## src/rtl/cla_seq_add16.sv

```systemverilog
// 16-bit add/subtract built from one 4-bit carry-lookahead slice reused over
// four nibbles (LSB first), with a valid/ready handshake on both sides.
module cla_seq_add16 (
    input  logic        clk,
    input  logic        rst,
    input  logic        in_valid,
    output logic        in_ready,
    input  logic [15:0] a,
    input  logic [15:0] b,
    input  logic        sub,
    output logic        out_valid,
    input  logic        out_ready,
    output logic [15:0] sum,
    output logic        cout,
    output logic        ovf
);

    typedef enum logic [1:0] {
        IDLE = 2'd0,
        RUN  = 2'd1,
        DONE = 2'd2
    } state_t;

    state_t      r_state;
    state_t      w_state_next;
    logic [15:0] r_a;
    logic [15:0] r_b;
    logic        r_carry;
    logic [1:0]  r_idx;
    logic [15:0] r_sum;
    logic        r_cout;
    logic        r_ovf;

    logic [3:0]  w_na;
    logic [3:0]  w_nb;
    logic [3:0]  w_g;
    logic [3:0]  w_p;
    logic [3:0]  w_s;
    logic [4:0]  w_c;

    // Operand nibble selected by the current index feeds the shared slice.
    assign w_na   = r_a[{r_idx, 2'b00} +: 4];
    assign w_nb   = r_b[{r_idx, 2'b00} +: 4];
    assign w_c[0] = r_carry;

    genvar gi;
    generate
        for (gi = 0; gi < 4; gi++) begin : g_slice
            assign w_g[gi]      = w_na[gi] & w_nb[gi];
            assign w_p[gi]      = w_na[gi] ^ w_nb[gi];
            assign w_c[gi + 1]  = w_g[gi] | (w_p[gi] & w_c[gi]);
            assign w_s[gi]      = w_p[gi] ^ w_c[gi];
        end
    endgenerate

    always_comb begin
        w_state_next = r_state;
        case (r_state)
            IDLE:    if (in_valid) w_state_next = RUN;
            RUN:     if (r_idx == 2'd3) w_state_next = DONE;
            DONE:    if (out_ready) w_state_next = IDLE;
            default: w_state_next = IDLE;
        endcase
    end

    always_ff @(posedge clk) begin
        if (rst) begin
            r_state <= IDLE;
            r_a     <= 16'h0000;
            r_b     <= 16'h0000;
            r_carry <= 1'b0;
            r_idx   <= 2'd0;
            r_sum   <= 16'h0000;
            r_cout  <= 1'b0;
            r_ovf   <= 1'b0;
        end else begin
            r_state <= w_state_next;
            case (r_state)
                IDLE: begin
                    if (in_valid) begin
                        // Subtraction is A + ~B + 1: invert B and seed the carry.
                        r_a     <= a;
                        r_b     <= sub ? ~b : b;
                        r_carry <= sub;
                        r_idx   <= 2'd0;
                    end
                end
                RUN: begin
                    r_sum[{r_idx, 2'b00} +: 4] <= w_s;
                    r_carry <= w_c[4];
                    r_idx   <= r_idx + 2'd1;
                    if (r_idx == 2'd3) begin
                        r_cout <= w_c[4];
                        r_ovf  <= w_c[3] ^ w_c[4];
                    end
                end
                default: begin
                end
            endcase
        end
    end

    assign in_ready  = (r_state == IDLE);
    assign out_valid = (r_state == DONE);
    assign sum       = r_sum;
    assign cout      = r_cout;
    assign ovf       = r_ovf;

endmodule

```

## config.mk

```make
export PLATFORM = sky130hd
export DESIGN_NAME = cla_seq_add16
export DESIGN_NICKNAME = d
export VERILOG_FILES = /design/src/rtl/cla_seq_add16.sv
export SDC_FILE = /design/constraint.sdc
export NUM_CORES = 1
export LEC_CHECK = 0
export ABC_AREA = 1
export CAP_MARGIN = 30
export CORE_ASPECT_RATIO = 0.75
export CORE_MARGIN = 5
export CORE_UTILIZATION = 49
export DETAILED_ROUTE_END_ITERATION = 8
export PLACE_DENSITY_LB_ADDON = 0.1
export SYNTH_ARGS = -nofsm -noshare
export SYNTH_HDL_FRONTEND = slang
export SYNTH_SLANG_ARGS = --single-unit
```

## constraint.sdc

```tcl
create_clock -name clk -period 8.4 [get_ports clk]
set_input_delay 0.84 -clock clk [delete_from_list [all_inputs] [get_ports clk]]
set_output_delay 0.84 -clock clk [all_outputs]
set_load 0.01 [all_outputs]
```

==> results.md <==
* Clk buf depth at 2
* Most area-consuming cells after synthesis: dfxtp_1 41%, nor2_1 15%, nand2_1 9.7%, o21ai_0 8.1%, xnor2_1 5.5%
* Minimum hold slack at between 400 and 500 ps
* Leak at approximately 1.4 nW
* Synth cell types at 22
* Slowest CP cell: dfxtp_1
* Die Ht at 74.32 um
* CP Cell Sequence: inv_2 -> o21ai_0 -> o22ai_1 -> fa_1 -> inv_1 -> fa_1 -> fa_1 -> inv_1 -> fa_1 -> nand2_1 -> nor2_1 -> nand2_1 -> nand2_1 -> inv_1 -> nor2_1
* DRT Wirelength at 6.298 mm
* Later-pin clock latency in the skew report at around 300 ps
* Period utilization at 0.4111
* Most common cell after layout, fill and taps aside: nor2_1
* Final Hold Fails at 0
* Post-DP HPWL at ~4.6 mm
* Synth Register Bits at 55
* Ratio of cells with drive above 1 in the final layout at 0.03016
* Area after DPL at approximately 3300 um2
* Initial Util at 0.5049
* WL per Instance at 12.45 um
* Mean post-synth cell area at 7.038 um2
* Setup crit end kind: flip-flop
* Post-CTS setup buffer count at 0
* Synthesized net count at 431
* Post-placement setup slack at 4991 ps
* Status: finished clean
* CTS Hold Buffers Added at 0
* Final instance area at 3338 um2
* Synth-to-Final Area Change at 23.52%
* DRC Markers at 0
* I/O pin cnt at 57
* Vias in the first global route at 2204
* WS Path Type: flip-flop to flip-flop
* Tmin final at 3453 ps
* H-tree Lvls at 2
* CTS clk-pin slew, worst paths at around 90 ps
* F_max at 289.6 MHz
* Worst path max stage delay at ~860 ps
* TritonCTS clock tree: built
* Initial DRC count at about 190
* Most frequent cells in the layout: 107 x nor2_1, 70 x nand2_1, 56 x clkdlybuf4s50_1, 55 x dfxtp_1, 44 x o21ai_0
* Die ar. at 7116 um2
* Total gr overflow at 0
* RSZ-0062 raised after global routing: false
* Largest net degree at the start of global routing at 47
* CP required at just under 9000 ps
* RePlAce Congestion at approximately 0.9
* Clock sinks at 55
* Synth Cell Area at 2703 um2
* CTS buffer count at 5
* Worst-margin pin slew at around 910 ps
* Seq/Total Area, Yosys at 0.4074
* Worst slew margin at 0.3911
* Horiz. Die Dim at 95.76 um
* Worst path bufs/invs at 4
* Cell accounting for the most synthesized area: dfxtp_1
* Synth Instances at 384
* TNS Setup at 0 ps
* Post-route ant nets at 0
* 1st-pass router iterations at 5
* Row cnt at 23
* Antenna diodes at 0
* Yosys Warn Count at 0
* First-pass GRT wire length at 10.40 mm
* IO Port Bufs at 56
* Max VDD drop at 0.07680 mV
* Max cap viols at 0
* Worst Hold Class: flip-flop to flip-flop
* Final setup violation count at 0
* Crit-path max FO at 28
* Core area at 5353 um2
* CP startpoint kind: flip-flop
* Power per Cell Area at 168.4 nW/um2
* DR vias at 2413
* Most frequent CP cell: fa_1
* Clock Root Buffer: clkbuf_8
* Pins over their slew limit at 0
* Setup ws final at around 4900 ps
* Post-synth top area share at 0.4074
* Gr usage total at 0.1871
* Final setup skew at roughly 6.3 ps
* CTS resizes at 0
* Vias per cell at 4.769
* Final #Nets at 478
* Initial antenna violation count at 0
* Crit path DAT at 3700 ps
* Cell class contributing the biggest share of worst-path delay: adder cells
==> state kept, by name, summed over array words and instances (netlist names) <==
name	count
cout	1
ovf	1
r_a	16
r_b	16
r_carry	1
r_idx	2
r_state	2
sum	16
==> layer usage <==
metal  global-route usage  vias up  wire, um
li1                     -     1286         -
met3              0.03438        7       406
met4              0.04890        0        76
met1               0.2886     1042      3336
met5                    0        -         0
met2               0.2666       78      2479
==> synth_stat cells <==
cell type	count
inv_2	2
nor3_1	2
o21ai_0	44
fa_1	4
nand2_1	70
ha_1	6
o21ai_1	1
nand2_2	1
buf_1	1
buf_2	4
buf_6	6
nor2_2	2
clkinv_1	1
xnor2_1	17
a21oi_1	18
inv_1	27
o22ai_1	4
dfxtp_1	55
nand3_1	6
clkbuf_1	4
buf_4	2
nor2_1	107
==> worst reg2reg max path: cells and delay by family, from the launching register on <==
kind / cells / cell delay, ps
AOI/OAI and AO/OA: 2 / 360
DFF: 1 / 860
buffers and inverters: 4 / 500
and+or+nand+nor: 5 / 410
adders and majority gates: 4 / 1290
==> layout make-up <==
cell class              count  area, um2
clock buffers               6      82.58
clock inverters             1      5.005
fillers                   515       2014
inverters                  30      112.6
multi-input cells         282       1368
flip-flops and latches     55       1101
well taps                  75      93.84
repair buffers             57      575.6
==> final timing paths <==
path	slack, ps	cells after the start	start	end
setup / recovery	4950	15	r_idx[0]	sum[7]
hold / removal	470	2	sum[14]	sum[14]
setup reg to reg	4950	15	r_idx[0]	sum[7]
hold reg to reg	470	2	sum[14]	sum[14]
==> per-stage QoR <==
stage	instances	utilization	power [mW]
2_1_floorplan	384	-	0.3799
3_5_place_dp	499	0.6073	0.4211
6_report	506	0.6237	0.5622
3_3_place_gp	498	0.6045	0.4181
5_1_grt	506	0.6237	0.5962
4_1_cts	506	0.6237	0.5674
==> logic make-up after synthesis <==
logic type	share of synthesized area
AOI/OAI and AO/OA	0.1259
buffers and inverters	0.08657
DFF	0.4074
xor gates and xnor gates	0.05509
adders and majority gates	0.05741
and+or+nand+nor	0.2676
==> where the power goes <==
group	internal (mW)	switching (mW)	leakage (nW)
clock network	0.0649	0.0818	0.0470
registers	0.279	0.0140	0.452
logic	0.0561	0.0666	0.916
total	0.400	0.162	1.41
Power figures use the tool's default switching activity.
